`src/rtl/iterative_divider_vr.sv`:
```
// Multi-cycle restoring divider with valid/ready on operands and results.
// Signed mode divides magnitudes and fixes up signs on the way into DONE.
module iterative_divider_vr #(
    parameter int WIDTH     = 8,
    parameter bit SIGNED_EN = 1'b1
) (
    input  logic             clk,
    input  logic             rst,
    input  logic             in_vld,
    output logic             in_rdy,
    input  logic [WIDTH-1:0] dividend,
    input  logic [WIDTH-1:0] divisor,
    input  logic             is_signed,
    output logic             out_vld,
    input  logic             out_rdy,
    output logic [WIDTH-1:0] quotient,
    output logic [WIDTH-1:0] remainder,
    output logic             div_by_zero,
    output logic             busy
);

    localparam int CW = (WIDTH > 2) ? $clog2(WIDTH) : 1;

    typedef enum logic [1:0] {
        S_IDLE,
        S_RUN,
        S_DONE
    } state_t;

    state_t           r_state;
    state_t           w_state_nxt;
    logic [CW-1:0]    r_cnt;
    logic [WIDTH:0]   r_rem;
    logic [WIDTH-1:0] r_quo;
    logic [WIDTH-1:0] r_dvs;
    logic             r_neg_q;
    logic             r_neg_r;
    logic [WIDTH-1:0] r_quotient;
    logic [WIDTH-1:0] r_remainder;
    logic             r_dbz;

    logic             w_accept;
    logic             w_sgn;
    logic             w_a_neg;
    logic             w_b_neg;
    logic [WIDTH-1:0] w_a_mag;
    logic [WIDTH-1:0] w_b_mag;
    logic             w_div0;
    logic             w_last;
    logic [WIDTH+1:0] w_shift;
    logic [WIDTH+1:0] w_diff;
    logic             w_borrow;
    logic [WIDTH:0]   w_rem_nxt;
    logic [WIDTH-1:0] w_quo_nxt;
    logic [WIDTH-1:0] w_q_fix;
    logic [WIDTH-1:0] w_r_fix;

    assign in_rdy      = (r_state == S_IDLE) & ~rst;
    assign out_vld     = (r_state == S_DONE);
    assign busy        = (r_state != S_IDLE);
    assign quotient    = r_quotient;
    assign remainder   = r_remainder;
    assign div_by_zero = r_dbz;

    assign w_accept = in_vld & in_rdy;
    assign w_sgn    = SIGNED_EN & is_signed;
    assign w_a_neg  = w_sgn & dividend[WIDTH-1];
    assign w_b_neg  = w_sgn & divisor[WIDTH-1];
    assign w_a_mag  = w_a_neg ? -dividend : dividend;
    assign w_b_mag  = w_b_neg ? -divisor : divisor;
    assign w_div0   = (divisor == '0);
    assign w_last   = (r_cnt == '0);

    // One restoring step: shift in the next dividend bit, try to subtract.
    assign w_shift   = {r_rem, r_quo[WIDTH-1]};
    assign w_diff    = w_shift - {2'b00, r_dvs};
    assign w_borrow  = w_diff[WIDTH+1];
    assign w_rem_nxt = w_borrow ? w_shift[WIDTH:0] : w_diff[WIDTH:0];
    assign w_quo_nxt = {r_quo[WIDTH-2:0], ~w_borrow};

    // Truncating-division sign fix-up applied to the final step's result.
    assign w_q_fix = r_neg_q ? -w_quo_nxt : w_quo_nxt;
    assign w_r_fix = r_neg_r ? -w_rem_nxt[WIDTH-1:0]
                             : w_rem_nxt[WIDTH-1:0];

    // State register.
    always_ff @(posedge clk) begin
        if (rst) begin
            r_state <= S_IDLE;
        end else begin
            r_state <= w_state_nxt;
        end
    end

    // Next-state logic.
    always_comb begin
        w_state_nxt = r_state;
        unique case (r_state)
            S_IDLE: begin
                if (w_accept) begin
                    w_state_nxt = w_div0 ? S_DONE : S_RUN;
                end
            end
            S_RUN: begin
                if (w_last) begin
                    w_state_nxt = S_DONE;
                end
            end
            S_DONE: begin
                if (out_rdy) begin
                    w_state_nxt = S_IDLE;
                end
            end
            default: w_state_nxt = S_IDLE;
        endcase
    end

    // Operand latch, iteration datapath and result registers.
    always_ff @(posedge clk) begin
        if (rst) begin
            r_cnt       <= '0;
            r_rem       <= '0;
            r_quo       <= '0;
            r_dvs       <= '0;
            r_neg_q     <= 1'b0;
            r_neg_r     <= 1'b0;
            r_quotient  <= '0;
            r_remainder <= '0;
            r_dbz       <= 1'b0;
        end else begin
            unique case (r_state)
                S_IDLE: begin
                    if (w_accept) begin
                        r_rem   <= '0;
                        r_quo   <= w_a_mag;
                        r_dvs   <= w_b_mag;
                        r_neg_q <= w_a_neg ^ w_b_neg;
                        r_neg_r <= w_a_neg;
                        r_cnt   <= CW'(WIDTH - 1);
                        if (w_div0) begin
                            r_quotient  <= '1;
                            r_remainder <= dividend;
                            r_dbz       <= 1'b1;
                        end
                    end
                end
                S_RUN: begin
                    r_rem <= w_rem_nxt;
                    r_quo <= w_quo_nxt;
                    if (w_last) begin
                        r_quotient  <= w_q_fix;
                        r_remainder <= w_r_fix;
                        r_dbz       <= 1'b0;
                    end else begin
                        r_cnt <= r_cnt - 1'b1;
                    end
                end
                default: begin
                end
            endcase
        end
    end

endmodule

```
`config.mk`:
```
export PLATFORM = sky130hd
export DESIGN_NAME = iterative_divider_vr
export DESIGN_NICKNAME = d
export VERILOG_FILES = /design/src/rtl/iterative_divider_vr.sv
export SDC_FILE = /design/constraint.sdc
export NUM_CORES = 1
export LEC_CHECK = 0
export BUFFER_PORTS_ARGS = -buffer_cell sky130_fd_sc_hd__buf_2
export CELL_PAD_IN_SITES_DETAIL_PLACEMENT = 0
export CELL_PAD_IN_SITES_GLOBAL_PLACEMENT = 1
export CORE_MARGIN = 2
export CORE_UTILIZATION = 45
export DETAILED_ROUTE_END_ITERATION = 8
export PLACE_DENSITY_LB_ADDON = 0.1
export SLEW_MARGIN = 15
export SYNTH_ARGS = -nofsm -noshare
export SYNTH_HDL_FRONTEND = slang
export SYNTH_SLANG_ARGS = --single-unit
```
`constraint.sdc`:
```
create_clock -name clk -period 5.4 [get_ports clk]
set_clock_uncertainty 0.2 [all_clocks]
set_input_delay 0.54 -clock clk [delete_from_list [all_inputs] [get_ports clk]]
set_output_delay 0.54 -clock clk [all_outputs]
set_load 0.005 [all_outputs]
```
# Word level (Yosys, flattened, before mapping)
# Cells that the tools add are included.
[word_totals]
word_cells = 69
input_bits = 21
register_bits = 49
[classes]
bitwise = 7
n_eq_ne = 7
n_mux = 29
n_reduce_logical = 10
add_sub_neg = 6
[op_table]
columns = ["operator", "count"]
rows = [
  ["two-way mux 8 bit", 11],
  ["case mux 8 bit (2 select lines)", 3],
  ["negation 8 bit", 4],
  ["two-way mux 9 bit", 2],
  ["case mux 9 bit (2 select lines)", 1],
  ["subtractor 10 x 8 -> 10 bit", 1],
  ["logical NOT 8 bit", 1],
  ["two-way mux 2 bit", 4],
  ["!= test 2 bit (second input constant)", 4],
  ["two-way mux 3 bit", 2],
  ["case mux 2 bit (3 select lines)", 1],
  ["case mux 3 bit (2 select lines)", 1],
  ["AND reduction 3 bit", 2],
  ["AND 1 bit", 4],
  ["AND reduction 2 bit", 2],
  ["AND reduction 4 bit", 1],
  ["nonzero test 2 bit", 2],
  ["logical NOT 3 bit", 1],
  ["two-way mux 1 bit", 3],
  ["subtractor 3 x 1 -> 3 bit (second input constant)", 1],
  ["== test 2 x 1 -> 1 bit (second input constant)", 1],
  ["== test 2 bit (second input constant)", 1],
  ["logical NOT 2 bit", 1],
  ["!= test 2 x 1 -> 1 bit (second input constant)", 1],
  ["3 further kinds", 4],
]

# Logic depth before layout (Yosys ltp)
# Gate-level depths: netlist of the first run.
[depth]
ltp_word = 6
mapped_depth = 17
depth_no_buf = 16

# Worst setup path before layout of the first run
# No wires, ideal clock.
[synth_path]
path_type = "register to register"
from = "register r_rem[3]"
to = "register r_remainder[6], in the netlist remainder[6]"
setup_ns = 0.086
t_arrival_ns = 3.164
n_path_buf = 1
stages_incl_launch_ff = 16
synth_period_minus_slack_ns = 3.450
slack_ns = 1.950
path_cell_list = "dfxtp_1 -> ha_1 -> a21oi_1 -> o221ai_1 -> nor3_2 -> nor2_4 -> clkbuf_1 -> o21ai_0 -> ha_1 -> nand2b_1 -> nor4_1 -> and4_1 -> nor3_1 -> a21boi_0 -> a211o_1 -> a211oi_1"
[synth_between]
elab_chain_len = 6
[synth_lines]
columns = ["element", "line_no", "source"]
rows = [
  ["start, declared", "33", "logic [WIDTH:0] r_rem;"],
  ["start signal, assigned", "148", "r_rem <= w_rem_nxt;"],
  ["subtractor 10 x 8 -> 10 bit", "76", "assign w_diff = w_shift - {2'b00, r_dvs};"],
  ["two-way mux 9 bit *", "78", "assign w_rem_nxt = w_borrow ? w_shift[WIDTH:0] : w_diff[WIDTH:0];"],
  ["negation 8 bit", "83", "assign w_r_fix = r_neg_r ? -w_rem_nxt[WIDTH-1:0]"],
  ["two-way mux 8 bit *", "83", ""],
  ["two-way mux 8 bit *", "150", "if (w_last) begin"],
  ["case mux 8 bit (2 select lines) *", "131", "unique case (r_state)"],
  ["end signal, assigned", "142", "r_remainder <= dividend;"],
  ["end signal, assigned", "152", "r_remainder <= w_r_fix;"],
  ["end, declared", "39", "logic [WIDTH-1:0] r_remainder;"],
]
# Mark *: on every way between the ends. The rest lies on a longest branch, timed or not. The select of a mux whose other input is x is not followed.
# A chain may end at the register's enable or synchronous reset.

# Worst setup path in the final report of the first run
# Ends and elaborated chain as after synthesis.

==> results of run 1 <==
==> registers in the layout, indices dropped and copies added, names as in the netlist <==
register,cells
r_neg_r,1
remainder,8
r_dvs,8
quotient,8
r_cnt,3
r_rem,9
r_quo,8
r_neg_q,1
div_by_zero,1
r_state,2
==> worst min path at each step <==
stage / from / to / slack (ns)
final: div_by_zero / div_by_zero / 0.26
after global routing: div_by_zero / div_by_zero / 0.29
after CTS: div_by_zero / div_by_zero / 0.26
after detailed placement: div_by_zero / div_by_zero / 0.25
after global placement: div_by_zero / div_by_zero / 0.24
after floorplan: r_cnt[0] / r_cnt[0] / 0.24
==> tightest hold or removal path: cells and delay by family, from the launching register on <==
kind            cells  cell delay [ns]
flops               1             0.32
simple gates        1             0.05
compound gates      1             0.05
==> power groups by stage <==
stage | clock network (mW) | logic (mW) | registers [mW]
finish | 0.236 | 0.635 | 0.436
global route | 0.253 | 0.713 | 0.442
floorplan | 0 | 0.481 | 0.435
detailed placement | 0 | 0.624 | 0.444
CTS | 0.241 | 0.630 | 0.436
global placement | 0 | 0.624 | 0.443
==> layout make-up <==
type	instances	share of cell area [%]
Multi-Input combinational cell	312	57.62
Sequential cell	49	27.58
Timing Repair Buffer	43	6.261
Tap cell	96	3.377
Inverter	24	2.533
Clock buffer	5	1.935
Clock inverter	3	0.7035
==> kinds of logic after synthesis <==
| family | Yosys count | synth area share (%) |
|---|---|---|
| AOI/OAI and AO/OA | 119 | 26.34 |
| xor gates and xnor gates | 24 | 6.545 |
| adders and majority gates | 15 | 6.077 |
| buffers and inverters | 49 | 5.726 |
| DFF | 49 | 30.54 |
| muxes | 5 | 1.597 |
| and+or+nand+nor | 149 | 23.18 |
==> synthesized netlist by cell type (11+ instances only) <==
cell      count  area share (%)
clkbuf_1     23             2.7
nor3_1       15             2.3
nor2_1       45             5.3
or3_1        11             2.1
a311oi_1     14             3.8
a21oi_1      24             3.7
o21ai_0      20             3.1
inv_1        23             2.7
dfxtp_1      49              31
nand3_1      20             3.1
xor2_1       11             3.0
nand2_1      28             3.3
ha_1         14             5.5
a211oi_1     13             3.0
xnor2_1      13             3.5
==> metrics by stage <==
stage | total power [mW] | hold WS (ns) | setup slack [ns] | cells | utilization [%]
floorplan | 0.9162 | 0.2430 | 1.950 | 410 | -
global placement | 1.067 | 0.2450 | 1.641 | 524 | 50.42
detailed placement | 1.068 | 0.2468 | 1.488 | 524 | 50.42
CTS | 1.306 | 0.2605 | 1.446 | 532 | 51.79
global route | 1.407 | 0.2950 | 1.040 | 532 | 51.79
finish | 1.307 | 0.2593 | 1.412 | 532 | 51.79
==> metal layers <==
metal | vias to the layer above | share of wire [%] | GRT usage [%]
met5 | - | 0 | 0
met4 | 0 | 1.4 | 6.198
met3 | 12 | 6.2 | 4.291
met2 | 90 | 42 | 34.86
met1 | 1416 | 50 | 33.35
li1 | 1557 | - | -
==> key figures, run 1 <==
Yosys
  – Share of the yosys chip area belonging to registers: a little under a third
  – Top_reg_cell synth: dfxtp_1
  – Ys async rst share: 0%
  – #FFs+latches synth: between 40 and 50
  – Distinct cell type count after synthesis: 58
  – Cell count after synthesis: 410
  – Syn Nets: about 450
  – Avg Inst Size Synth: 7.834 sq um
  – Post-Syn Area: between 3000 and 4000 sq um
  – Yosys warning count: 0
  – Number of synthesized flops with an enable pin: 0

Place
  – IO Port Bufs: 40
  – Hpwl dp: around 5900 microns
  – GP Congestion: around 0.85
  – Cell Area, Placed: about 3500 sq um

Clock tree
  – CTS Buffer Depth: 2
  – Postcts setup bufs: 0
  – CTS tree: yes
  – CTS Sinks: 49
  – TritonCTS buffer count: 5
  – CTS root buf: clkbuf_8
  – Cts hold-fix bufs: 0
  – Max H-tree Level: 2
  – Worst skew pair latency: between 0.3 and 0.4 ns
  – Post_cts resized: 0
  – Clock-pin slew on the worst setup and hold paths: 0.10 ns

Power
  – Sequential Power Share: 33.4%
  – Combinational share of power: around half
  – Clock network power share: roughly 18%
  – Switching share of power: a little over two fifths
  – Cell Pwr Density: roughly 370 nW/um^2
  – LEAKAGE: ~1.4 nW
  – Worst vdd ir: 0.1485 mV
  – Internal Power: approximately 730 uW
  – Switching Power: 572.9 uW

Critical path
  – CP max stage delay: roughly 0.50 ns
  – CP endpoint kind: flop
  – Crit Path Class: flop to flop
  – WP depth: 14
  – Buf/Inv on CP: 0
  – Flop-to-flop setup slack: 1.41 ns
  – R2r startpoint: r_rem[3]
  – Critical Path Slowest Stage Cell: dfxtp_1
  – Cell Chain, Critical Path: ha_1, a21oi_1, o221ai_1, nor3_2, nor2_4, mux2i_1, ha_1, nand2b_1, nor4_1, and4_1, nor3_1, a21boi_0, a211o_1, a211oi_1
  – CP Launch Type: flop
  – End of the critical path: remainder[6]
  – Worst Path Max Fanout: 17
  – Worst EP arrival: 4.02 ns
  – Reg2Reg Depth: 14
  – Crit. Startpoint: r_rem[3]
  – WP data required: roughly 5.4 ns
  – Top delay family on crit path: simple AND/OR/NAND/NOR gates
  – Worst R2R End: remainder[6]
  – Crit-path most repeated cell: ha_1

Floorplan
  – Die Ht: between 80 and 90 microns
  – Core Area: slightly below 7000 sq um
  – Initial Utilization: between 40% and 50%
  – Die area: around 7800 sq um
  – Cell Rows: 30
  – Die W: between 80 and 90 microns
  – IO Count: 41

Routing
  – DRC: 0
  – TritonRoute pass-1 iters: 4
  – Initial DRC count: ~240
  – Vias per inst: between 5 and 6
  – Drt total wl: around 8400 microns
  – Post-DRT Antenna Nets: 0
  – Vias: approximately 3.1k
  – WL/cell: 15.87 microns

Final layout
  – Area of the multi-input gates: 2049 sq um
  – Most frequent cells in the layout: dfxtp_1, nor2_1, buf_2, nand2_1, a21oi_1
  – Nets: 471
  – Share of cells above drive strength 1: 14.91%
  – Area delta synth->final: 10.75%
  – ANT cells: 0
  – FF/Latch Area: ~1000 sq um
  – Filler cells: 703
  – Fin area: 3557 sq um
  – Commonest non-fill, non-tap cell in the layout: dfxtp_1

GRT
  – First-pass GRT wire length: around 14000 microns
  – GRT overflow: 0
  – Antenna violations before repair: 0
  – Vias in the first global route: ~2.9k
  – Largest net degree at the start of global routing: 54
  – GRT Overall Usage: a little under a quarter

Timing
  – Endpoints failing setup: 0
  – Post-route clock period utilization: between 70 and 80%
  – Slew @ Worst Pin: ~1 ns
  – RSZ-0062 raised after global routing: no
  – Relative slew slack: 34.70%
  – Fin crit period: roughly 4.0 ns
  – Final Hold Vio Count: 0
  – Max frequency: about 250 MHz
  – Max Slew Vio Count: 0
  – Post-route setup TNS: 0 ns

Run status
  – Status: completed

Min path
  – Hold Crit Class: flop to flop
  – Hold depth: 2

Job
  – # Max-Cap Violations: 0
No activity file was read; power rests on OpenSTA's default activity.
==> inputs of run 2 (changes only) <==
Settings changed: CORE_UTILIZATION 45 to 39.
Clock period 5.4 ns to 3.3 ns, I/O delays scaled along.
==> run 2 against run 1 <==
Net effect:
- sequential share of layout area down 1.9 points
- via count grew 2.5%
- non-clock buffer count is 22 higher
- power increased by 80%
- register-to-register slack got worse by 1.3 ns
- die area up 15%
- worst hold slack worse by 0.18 ns
- combinational power up 100%
- largest cell class unchanged
==> key figures, run 2 (synthesis results as in run 1) <==
Clock tree
  – CTS root buf: clkbuf_8
  – CTS Buffer Depth: 2
  – Clock-pin slew on the worst setup and hold paths: approximately 0.1 ns
  – Worst skew pair latency: between 0.3 and 0.4 ns
  – Max H-tree Level: 2
  – CTS Sinks: between 40 and 50
  – CTS tree: yes
  – TritonCTS buffer count: 5

Critical path
  – CP max stage delay: roughly 0.31 ns
  – Top delay family on crit path: compound AO/OA/AOI/OAI gates
  – Buf/Inv on CP: 1
  – CP endpoint kind: flop
  – Worst Path Max Fanout: 6
  – WP data required: 3.35 ns
  – Crit Path Class: flop to flop
  – Cell Chain, Critical Path: inv_1, ha_4, a21oi_1, o221a_2, a21oi_4, nor2_4, mux2i_2, ha_2, nand2b_4, nor4_4, and4_1, nor3_1, a21boi_1, a211o_1, a211oi_2
  – CP Launch Type: flop
  – Worst EP arrival: 3.27 ns
  – Critical Path Slowest Stage Cell: dfxtp_1

Timing
  – Relative slew slack: 53.25%
  – Endpoints failing setup: 0
  – Slew @ Worst Pin: about 0.7 ns
  – Fin crit period: approximately 3.2 ns
  – Final Hold Vio Count: 0
  – RSZ-0062 raised after global routing: yes
  – Post-route clock period utilization: 97.66%
  – Max Slew Vio Count: 0
  – Max frequency: 310.3 MHz

Run status
  – Status: completed

Floorplan
  – Die Ht: 94.75 microns
  – IO Count: between 40 and 50
  – Die area: 8978 sq um
  – Initial Utilization: approximately 40%
  – Cell Rows: 33
  – Die W: 94.75 microns
  – Core Area: 8093 sq um

Routing
  – Post-DRT Antenna Nets: 0
  – DRC: 0
  – Initial DRC count: ~120
  – TritonRoute pass-1 iters: 5
  – Drt total wl: 9395 microns
  – WL/cell: approximately 17 microns
  – Vias: 3152
  – Vias per inst: 5.599

Final layout
  – Biggest register: r_rem
  – Nets: about 500
  – Final Core Density: a little under half
  – Area delta synth->final: 19.52%
  – Max FFs per register: 9
  – Most frequent cells in the layout: dfxtp_1, nor2_1, buf_2, nand2_1, buf_4
  – Fin area: approximately 3800 sq um
  – Filler cells: a little under 900
  – Commonest non-fill, non-tap cell in the layout: dfxtp_1
  – Share of cells above drive strength 1: 22.71%
  – ANT cells: 0

GRT
  – GRT Overall Usage: between 20% and 30%
  – GRT overflow: 0
  – Antenna violations before repair: 0
  – Largest net degree at the start of global routing: 53
  – First-pass GRT wire length: around 16000 microns
  – Vias in the first global route: approximately 3.0k

Power
  – Sequential Power Share: between 30% and 40%
  – Switching Power: 1.011 mW
  – Switching share of power: a little over two fifths
  – Clock network power share: 15.9%
  – LEAKAGE: 1.483 nW
  – Internal Power: 1.344 mW
  – Worst vdd ir: ~0.21 mV
  – Total power draw: ~2.4 mW
  – Cell Pwr Density: around 600 nW/um^2
  – Combinational share of power: between 50% and 60%

Place
  – Hpwl dp: between 6000 and 7000 microns
  – IO Port Bufs: 40
  – Cell Area, Placed: 3681 sq um
  – GP Congestion: a little under 0.9

Min path
  – Hold Crit Class: input port to flop

Job
  – # Max-Cap Violations: 0
## run 2: timing repair
item,CTS,global route
endpoints found under the setup margin,1,2
hold buffers,0,0
gates resized for setup,6,8
pin swaps,0,3
setup buffers,0,1
## run 2: final timing paths
check	startpoint	end	slack, ns	depth (start not counted)
max	r_dvs[4]	remainder[6]	0.08	15
max reg2reg	r_dvs[4]	remainder[6]	0.08	15
min	out_rdy	r_state[1]	0.08	3
min reg2reg	div_by_zero	div_by_zero	0.27	2
## run 2: power groups by stage
stage / sequential, mW / combinational [mW] / clock, mW
after global routing: 0.718 / 1.41 / 0.410
after global placement: 0.720 / 1.19 / 0
after CTS: 0.708 / 1.23 / 0.384
after detailed placement: 0.721 / 1.19 / 0
final: 0.708 / 1.27 / 0.375
after floorplan: 0.715 / 0.817 / 0
## run 2: worst min-delay path: stages
cell and delay [ns]:
buf_2 0.07, nand2b_1 0.08, a221oi_1 0.06
## run 2: area by class of cell
| class | count | area, sq um | share of cell area (%) |
|---|---|---|---|
| Clock inverter | 2 | 13.76 | 0.3585 |
| Clock buffer | 6 | 72.57 | 1.890 |
| Tap cell | 105 | 131.4 | 3.422 |
| Timing Repair Buffer | 65 | 387.9 | 10.10 |
| Sequential cell | 49 | 985.9 | 25.68 |
| Multi-Input combinational cell | 312 | 2157 | 56.19 |
| Inverter | 24 | 90.09 | 2.347 |
## run 2: routing by layer
layer  routed length, microns  global-route usage (%)  vias to the layer above  share of wire, %
li1                         -                       -                     1596                 -
met1                     4763                   33.37                     1488                51
met2                     4085                   34.63                       61                43
met3                      451                   3.113                        7               4.8
met4                       94                   5.193                        0               1.0
met5                        0                       0                        -                 0
## run 2: metrics by stage
stage / setup WS (ns) / cells / hold slack [ns] / setup TNS (ns)
final: 0.07725 / 563 / 0.08394 / 0
after global routing: -0.1079 / 563 / 0.1153 / -0.1330
after CTS: 0.01726 / 562 / 0.08405 / 0
after detailed placement: -0.003042 / 554 / 0.2552 / -0.003042
after global placement: 0.08509 / 554 / 0.2487 / 0
after floorplan: 0.01953 / 410 / 0.2430 / 0
